### src/rtl/sphere_hit_scanner.sv
// Sphere table scanner feeding a combinational ray/sphere collision unit.
// On an accepted start it latches one ray, walks the sphere table one entry
// per three cycles (FETCH, LOAD, EVAL) and keeps the nearest accepted hit.
//
// Ports:
//   Clk, Reset          clock and synchronous active-high reset
//   start               one-cycle scan request, honoured only when idle
//   ray_origin/ray_dir  ray latched on an accepted start (Q16.16 x3)
//   num_spheres         valid table entries, clamped to MAX_SPHERES
//   sphere_addr         table read address; sphere_data returns a cycle later
//   cd_sphere/cd_ray    relative centre and direction to the collision unit
//   cd_tbest            running best distance to the collision unit
//   cd_tnew/cd_collide  candidate distance and hit flag from the collision unit
//   busy/done           scan in progress / one-cycle result strobe
//   hit/hit_index/t_hit nearest hit result
module sphere_hit_scanner #(
  parameter int unsigned MAX_SPHERES = 16,
  parameter int unsigned IDX_W       = 4,
  parameter logic [31:0] TMAX        = 32'h7FFF_FFFF,
  parameter logic [31:0] TMIN        = 32'h0000_0100
) (
  input  logic             Clk,
  input  logic             Reset,
  input  logic             start,
  input  logic [95:0]      ray_origin,
  input  logic [95:0]      ray_dir,
  input  logic [IDX_W:0]   num_spheres,
  output logic [IDX_W-1:0] sphere_addr,
  input  logic [95:0]      sphere_data,
  output logic [95:0]      cd_sphere,
  output logic [95:0]      cd_ray,
  output logic [31:0]      cd_tbest,
  input  logic [31:0]      cd_tnew,
  input  logic             cd_collide,
  output logic             busy,
  output logic             done,
  output logic             hit,
  output logic [IDX_W-1:0] hit_index,
  output logic [31:0]      t_hit
);

  typedef enum logic [2:0] {StIdle, StFetch, StLoad, StEval, StDone} state_e;

  localparam logic [IDX_W:0] MaxCount = (IDX_W+1)'(MAX_SPHERES);
  localparam logic [IDX_W:0] CountOne = (IDX_W+1)'(1);

  state_e           state_q, state_d;
  logic [IDX_W-1:0] idx_q, idx_d;
  logic [IDX_W:0]   count_q, count_d;
  logic [95:0]      origin_q, origin_d;
  logic [95:0]      dir_q, dir_d;
  logic [95:0]      cd_sphere_q, cd_sphere_d;
  logic [31:0]      tbest_q, tbest_d;
  logic             hit_q, hit_d;
  logic [IDX_W-1:0] hit_index_q, hit_index_d;
  logic [31:0]      t_hit_q, t_hit_d;

  logic [IDX_W:0]   num_clamped;
  logic             last;
  logic             accept;

  assign num_clamped = (num_spheres > MaxCount) ? MaxCount : num_spheres;
  assign last        = ({1'b0, idx_q} == (count_q - CountOne));
  assign accept      = cd_collide && ($signed(cd_tnew) > $signed(TMIN)) &&
                       ($signed(cd_tnew) < $signed(tbest_q));

  always_comb begin
    state_d     = state_q;
    idx_d       = idx_q;
    count_d     = count_q;
    origin_d    = origin_q;
    dir_d       = dir_q;
    cd_sphere_d = cd_sphere_q;
    tbest_d     = tbest_q;
    hit_d       = hit_q;
    hit_index_d = hit_index_q;
    t_hit_d     = t_hit_q;

    unique case (state_q)
      StIdle: begin
        if (start) begin
          origin_d    = ray_origin;
          dir_d       = ray_dir;
          count_d     = num_clamped;
          idx_d       = '0;
          hit_d       = 1'b0;
          hit_index_d = '0;
          tbest_d     = TMAX;
          state_d     = (num_clamped == '0) ? StDone : StFetch;
        end
      end
      StFetch: state_d = StLoad;
      StLoad: begin
        // Per-component wrap-around subtraction, no saturation.
        for (int i = 0; i < 3; i++) begin
          cd_sphere_d[32*i +: 32] = sphere_data[32*i +: 32] - origin_q[32*i +: 32];
        end
        state_d = StEval;
      end
      StEval: begin
        // Strict less-than: on a tie the earlier (lower) index is kept.
        if (accept) begin
          tbest_d     = cd_tnew;
          hit_index_d = idx_q;
          hit_d       = 1'b1;
        end
        if (last) begin
          state_d = StDone;
        end else begin
          idx_d   = idx_q + IDX_W'(1);
          state_d = StFetch;
        end
      end
      StDone:  state_d = StIdle;
      default: state_d = StIdle;
    endcase

    // Capture on entry to DONE so t_hit is already valid while done is high.
    if (state_d == StDone) begin
      t_hit_d = tbest_d;
    end
  end

  always_ff @(posedge Clk) begin
    if (Reset) begin
      state_q     <= StIdle;
      idx_q       <= '0;
      count_q     <= '0;
      origin_q    <= '0;
      dir_q       <= '0;
      cd_sphere_q <= '0;
      tbest_q     <= TMAX;
      hit_q       <= 1'b0;
      hit_index_q <= '0;
      t_hit_q     <= TMAX;
    end else begin
      state_q     <= state_d;
      idx_q       <= idx_d;
      count_q     <= count_d;
      origin_q    <= origin_d;
      dir_q       <= dir_d;
      cd_sphere_q <= cd_sphere_d;
      tbest_q     <= tbest_d;
      hit_q       <= hit_d;
      hit_index_q <= hit_index_d;
      t_hit_q     <= t_hit_d;
    end
  end

  assign sphere_addr = idx_q;
  assign cd_sphere   = cd_sphere_q;
  assign cd_ray      = dir_q;
  assign cd_tbest    = tbest_q;
  assign busy        = (state_q != StIdle);
  assign done        = (state_q == StDone);
  assign hit         = hit_q;
  assign hit_index   = hit_index_q;
  assign t_hit       = t_hit_q;

endmodule

### config.mk
export PLATFORM = sky130hd
export DESIGN_NAME = sphere_hit_scanner
export DESIGN_NICKNAME = d
export VERILOG_FILES = /design/src/rtl/sphere_hit_scanner.sv
export SDC_FILE = /design/constraint.sdc
export NUM_CORES = 1
export LEC_CHECK = 0
export ABC_AREA = 1
export CORE_MARGIN = 4
export CORE_UTILIZATION = 35
export DETAILED_ROUTE_END_ITERATION = 10
export GPL_TIMING_DRIVEN = 0
export PLACE_DENSITY = 0.73
export SETUP_SLACK_MARGIN = 0.2
export SLEW_MARGIN = 20
export SYNTH_ARGS = -nofsm -noshare
export SYNTH_HDL_FRONTEND = slang
export SYNTH_SLANG_ARGS = --single-unit
### constraint.sdc
create_clock -name Clk -period 2.3 [get_ports Clk]
set_clock_uncertainty 0.15 [all_clocks]
set_input_delay 0.345 -clock Clk [delete_from_list [all_inputs] [get_ports Clk]]
set_output_delay 0.345 -clock Clk [all_outputs]
set_load 0.01 [all_outputs]
### After elaboration in Yosys (flattened, before gate mapping)

Cells that the tools add are included.

| word-level totals | value |
|---|---|
| flip-flop bits (word level) | 369 |
| bits of input ports | 329 |
| output and inout port bits | 267 |
| word-level logic and storage cells | 52 |

| operators by class | value |
|---|---|
| add/sub/neg operators | 5 |
| magnitude comparators | 3 |
| eq/ne operators | 9 |
| mux-type cells | 16 |
| reduce and logical (&&, ||, !) cells | 9 |

Operator list:

| operator | count |
|---|---|
| $sub A32 B32 Y32 | 3 |
| $mux W32 | 2 |
| $pmux W32 S2 | 1 |
| $gt A32 B10 Y1 const B | 1 |
| $lt A32 B32 Y1 | 1 |
| $pmux W4 S2 | 2 |
| $mux W4 | 3 |
| $pmux W3 S4 | 1 |
| $mux W3 | 3 |
| $eq A3 B2 Y1 const B | 2 |
| $eq A3 B3 Y1 const B | 2 |
| $ne A2 B2 Y1 const B | 3 |
| $reduce_and A3 Y1 | 2 |
| $eq A4 B5 Y1 | 1 |
| $gt A5 B5 Y1 const B | 1 |
| $logic_not A5 Y1 | 1 |
| $mux W5 | 1 |
| $sub A5 B1 Y5 const B | 1 |
| $add A4 B1 Y4 const B | 1 |
| $eq A3 B1 Y1 const B | 1 |
| $logic_not A3 Y1 | 1 |
| $reduce_bool A3 Y1 | 1 |
| $logic_and A1 B1 Y1 | 2 |
| $mux W1 | 2 |
| other kinds (3) | 3 |

### Longest topological paths before layout

Gate-level depths: netlist of the first run.

| depth | value |
|---|---|
| depth in word-level cells | 7 |
| mapped depth | 20 |
| gate-level depth less buffers | 19 |

### Worst setup path before layout of the first run

Ideal clock, no wire load.

| timing | value |
|---|---|
| path type | in2reg |
| start | in sphere_data[64] |
| end | reg cd_sphere_q[82] (netlist: cd_sphere[82]) |
| setup time | 0.058 ns |
| data arrival time | 2.075 ns |
| required time | 2.092 ns |
| slack | 0.017 ns |
| stages | 13 |
| cells stage by stage | inv_1 -> ha_1 -> fa_1 -> o21ai_2 -> a21boi_2 -> inv_1 -> a21oi_1 -> inv_1 -> a21oi_1 -> or2_2 -> nand3_1 -> o211ai_1 -> inv_1 |

| on the way | value |
|---|---|
| word-level cells in the longest chain between the ends | 1 |

Ends and longest elaborated chain:

| what | RTL line | source |
|---|---|---|
| start: declaration | 29 | `input logic [95:0] sphere_data,` |
| $sub A32 B32 Y32 | 96 | `cd_sphere_d[32*i +: 32] = sphere_data[32*i +: 32] - origin_q[32*i +: 32];` |
| end signal: assignment | 142 | `cd_sphere_q <= cd_sphere_d;` |
| end: declaration | 52 | `logic [95:0] cd_sphere_q, cd_sphere_d;` |

Every way passes these cells.
A chain may end at the register's enable or synchronous reset.

### Worst setup path in the final report of the first run

| timing | value |
|---|---|
| start | in cd_tnew[31] |
| end | reg tbest_q[30] (netlist: cd_tbest[30]) |

| on the way | value |
|---|---|
| word-level cells in the longest chain between the ends | 5 |
| elaborated cells between the ends (all ways) | 6 |
| classes of those cells | order compare (2); mux (2); reduce/logical (2) |

Ends and longest elaborated chain:

| what | RTL line | source |
|---|---|---|
| start: declaration | 33 | `input logic [31:0] cd_tnew,` |
| $gt A32 B10 Y1 | 64 | `assign accept = cd_collide && ($signed(cd_tnew) > $signed(TMIN)) &&` |
| $logic_and A1 B1 Y1 | 64 |  |
| $logic_and A1 B1 Y1 (*) | 64 |  |
| $mux W32 (*) | 102 | `if (accept) begin` |
| $pmux W32 S2 (*) | 79 | `unique case (state_q)` |
| end signal: assignment | 143 | `tbest_q <= tbest_d;` |
| end: declaration | 53 | `logic [31:0] tbest_q, tbest_d;` |

Every way passes the cells marked *; elsewhere a longest branch is shown, timed or not.

==> results of run 1 <==
==> cells in the mapped netlist (3+ instances only) <==
cell | instances | share of area, %
a21boi_0 | 8 | 0.29
a21boi_2 | 3 | 0.17
a21o_1 | 16 | 0.59
a21oi_1 | 246 | 6.0
a221oi_1 | 8 | 0.34
a31oi_1 | 9 | 0.28
and3_1 | 3 | 0.092
buf_1 | 3 | 0.055
buf_2 | 34 | 0.83
clkbuf_1 | 91 | 1.7
dfxtp_1 | 369 | 36
fa_1 | 3 | 0.29
ha_1 | 126 | 7.7
inv_1 | 465 | 8.5
nand2_1 | 468 | 8.6
nand3_1 | 148 | 3.6
nand3b_1 | 5 | 0.18
nand4_1 | 45 | 1.4
nor2_1 | 318 | 5.8
nor3_1 | 27 | 0.66
nor3b_2 | 4 | 0.24
nor4_1 | 13 | 0.40
o211ai_1 | 20 | 0.73
o21a_1 | 22 | 0.81
o21ai_0 | 352 | 8.6
o21ai_1 | 3 | 0.073
o21ai_2 | 4 | 0.17
o21bai_1 | 55 | 2.0
o221ai_1 | 15 | 0.64
o31ai_1 | 6 | 0.22
or2_2 | 5 | 0.15
xnor2_1 | 13 | 0.56
xor2_1 | 31 | 1.3
==> registers in the layout, summed over array words and instances, names as in the netlist <==
signal and flops:
origin_q 96, t_hit 32, cd_sphere 96, sphere_addr 4
count_q 5, hit 1, cd_ray 96, state_q 3
hit_index 4, cd_tbest 32
==> kinds of logic (layout without fill, tap and decap cells) <==
| kind of cell | Yosys count | count (layout) | synth area share (%) |
|---|---|---|---|
| adder cells (fa/ha/maj) | 129 | 129 | 8.01 |
| AND/OR/NAND/NOR | 1044 | 1044 | 21.5 |
| buffers and inverters | 598 | 1425 | 11.3 |
| XOR/XNOR | 44 | 44 | 1.89 |
| other | 0 | 7 | 0 |
| AO/OA/AOI/OAI | 772 | 772 | 21.2 |
| flip-flops | 369 | 369 | 36.1 |
==> worst max-delay path, stage by stage <==
cell             delay, ns
clkdlybuf4s50_1       0.60
ha_4                  0.26
buf_4                 0.15
a21oi_1               0.18
o211ai_1              0.15
nor2_4                0.17
nand3_4               0.15
buf_4                 0.17
buf_6                 0.12
clkbuf_16             0.15
nand4_1               0.11
nand3_2               0.11
nand2_1               0.07
nand2_1               0.05
==> per-layer routing <==
| layer | vias to the layer above | wire, um | GRT usage [%] |
|---|---|---|---|
| met2 | 1179 | 47500 | 49.4 |
| met3 | 312 | 8190 | 6.53 |
| met4 | 2 | 5100 | 11.2 |
| met1 | 11420 | 37700 | 33.1 |
| met5 | - | 11 | 0 |
| li1 | 11307 | - | - |
==> worst max-delay path by stage <==
stage | slack (ns) | start | end | cells after the start
2_1_floorplan | 0.14 | cd_tbest[31] | t_hit[17] | 16
3_3_place_gp | -1.40 | Reset | cd_tbest[18] | 6
3_5_place_dp | -1.47 | Reset | cd_tbest[18] | 6
4_1_cts | -0.13 | cd_tbest[30] | t_hit[18] | 16
5_1_grt | -0.33 | cd_tbest[8] | t_hit[19] | 16
6_report | -0.19 | cd_tnew[31] | cd_tbest[30] | 14
==> per-stage QoR <==
stage,cell area (um^2),total power (uW),utilization [%]
final,34500,23900,59.6
after global routing,34500,24900,59.6
after CTS,31700,22300,54.9
after detailed placement,27600,14100,47.7
after global placement,27600,14100,47.7
after floorplan,20700,11100,-
==> layout make-up <==
cell class / instances / area (um^2)
inverter: 467 / 1790
antenna: 7 / 17.5
buffer: 131 / 791
timing repair buffer: 751 / 7320
sequential: 369 / 7460
tap: 765 / 957
clock inverter: 15 / 168
clock buffer: 61 / 1240
fill: 4900 / 23400
multi-input combinational: 1989 / 14700
==> timing repair <==
| action | in CTS | in global routing |
|---|---|---|
| buffers inserted | 78 | 73 |
| gates cloned | 3 | 2 |
| endpoints found under the hold margin | 0 | 0 |
| pin swaps | 138 | 230 |
| setup endpoints to repair | 385 | 357 |
| resized for setup | 582 | 585 |
==> where the power goes <==
group / internal [uW] / total [uW] / switching [uW] / leakage (uW)
combinational: 4150 / 9370 / 5220 / 0.0112
clock: 4100 / 7030 / 2930 / 0.000699
sequential: 7080 / 7470 / 393 / 0.00303
total: 15300 / 23900 / 8530 / 0.0149
==> metrics.md, run 1 <==
| Metric | Value |
|---|---|
| Clock Tree Root | `clkbuf_16` |
| Netlist cell types | `45` |
| Clk sinks | `about 370` |
| Launch point of the worst hold path | `ray_dir[56]` |
| R2R Path Start | `cd_tbest[5]` |
| Max rail drop VDD | `approximately 580 uV` |
| Remaining DRCs | `0` |
| Pins Over Slew Limit | `0` |
| Synth Cell Area | `between 20000 and 25000 um^2` |
| Final WL | `roughly 100000 um` |
| Core box area | `57800 um^2` |
| Htree depth | `2` |
| Die width | `roughly 250 um` |
| DRT iter0 DRCs | `1642` |
| Initial antenna violation count | `8` |
| Vias in the first global route | `~23000` |
| TritonCTS clock tree | `built` |
| Post-DP HPWL | `70100 um` |
| Hold-fix buffers, CTS | `0` |
| RSZ-0062 raised after global routing | `true` |
| Vias per cell | `between 5 and 6` |
| Dpl cells | `roughly 4300` |
| Post-Syn Area per Cell | `~6.9 um^2` |
| Fmax achieved | `about 0.4 GHz` |
| Share of cells above drive strength 1 | `28.1%` |
| Yosys warns | `0` |
| Final setup margin | `-0.192 ns` |
| Cell Pwr Density | `between 600 and 700 nW/um^2` |
| Total congestion overflow | `0` |
| Setup TNS | `-7.23 ns` |
| Clock latency on the worst-skew pair | `0.56 ns` |
| Rel. slew slack | `about 40%` |
| Number of max-cap violations | `0` |
| Antenna violation net count after detailed routing | `0` |
| Largest net degree at the start of global routing | `14` |
| CP required | `between 2 and 3 ns` |
| Top Ports | `slightly below 600` |
| Final period util | `108%` |
| Number of synthesized register bits | `between 300 and 400` |
| DR pass1 iterations | `6` |
| Sequential share of the synthesized area | `36.1%` |
| Kind of critical path | `primary input to register` |
| Run status | `complete, but fails checks` |
| Port Buf Inserts | `between 500 and 600` |
| Most frequent cells in the layout | `clkdlybuf4s50_1, inv_1, dfxtp_1` |
| Post-Syn Instances | `~3000` |
| Slew @ Worst Pin | `about 0.90 ns` |
| Worst Setup Start Kind | `primary input` |
| Syn_nets | `3414` |
| Hold WC Path Type | `primary input to register` |
| Leading cell type in the layout, fill and taps excluded | `clkdlybuf4s50_1` |
| Area delta synth->final | `68.5%` |
| Die Ht | `approximately 250 um` |
| Hold WS | `0.198 ns` |
| # rows | `between 80 and 90` |
| Hold EP | `cd_ray[56]` |
| Minimum clock period | `2.49 ns` |
| Place WS | `-1.47 ns` |
| DR vias | `about 24000` |
| # setup viols final | `72` |
| Clock Pin Slew Worst Setup and Hold Paths | `0.06 ns` |
| Clock Tree Buf Depth | `3` |
| Final Hold Viols | `0` |
| WP data arrival | `~2.8 ns` |
| Finished Layout Cells | `around 4600` |
| WL/cell | `about 22 um` |
| CP Max Fanout | `5` |
| Reg2Reg Capture Point | `t_hit[20]` |
| First-pass GRT wire length | `approximately 140000 um` |
| Hold depth | `3` |
| Leakage | `~0.015 uW` |
| Failing checks | `setup timing` |
| R2r setup slk | `-0.19 ns` |
| Number of flops mapped to enable cells by yosys | `0` |
| Ys flop type | `dfxtp_1` |
| Die area | `62300 um^2` |
| Crit end category | `register` |
| Asr flop ratio synth | `0%` |
| Initial Util | `between 30% and 40%` |
| Placer Congestion | `between 0.9 and 1` |
| Cts bufs inserted | `43` |
| Final Net Count | `between 4000 and 5000` |
| GR Util All Layers | `28.1%` |
| Worst r2r path cells | `19` |
(Power assumes the default switching activity.)
==> run 2, diff against run 1 <==
--- a/config.mk
+++ b/config.mk
@@ -10,6 +10,7 @@
 export CORE_UTILIZATION = 35
 export DETAILED_ROUTE_END_ITERATION = 10
 export GPL_TIMING_DRIVEN = 0
+export HOLD_SLACK_MARGIN = 0.1
 export PLACE_DENSITY = 0.73
 export SETUP_SLACK_MARGIN = 0.2
 export SLEW_MARGIN = 20
==> results of run 2 <==
No change in the layout: final DEF, timing and power equal those of run 1.
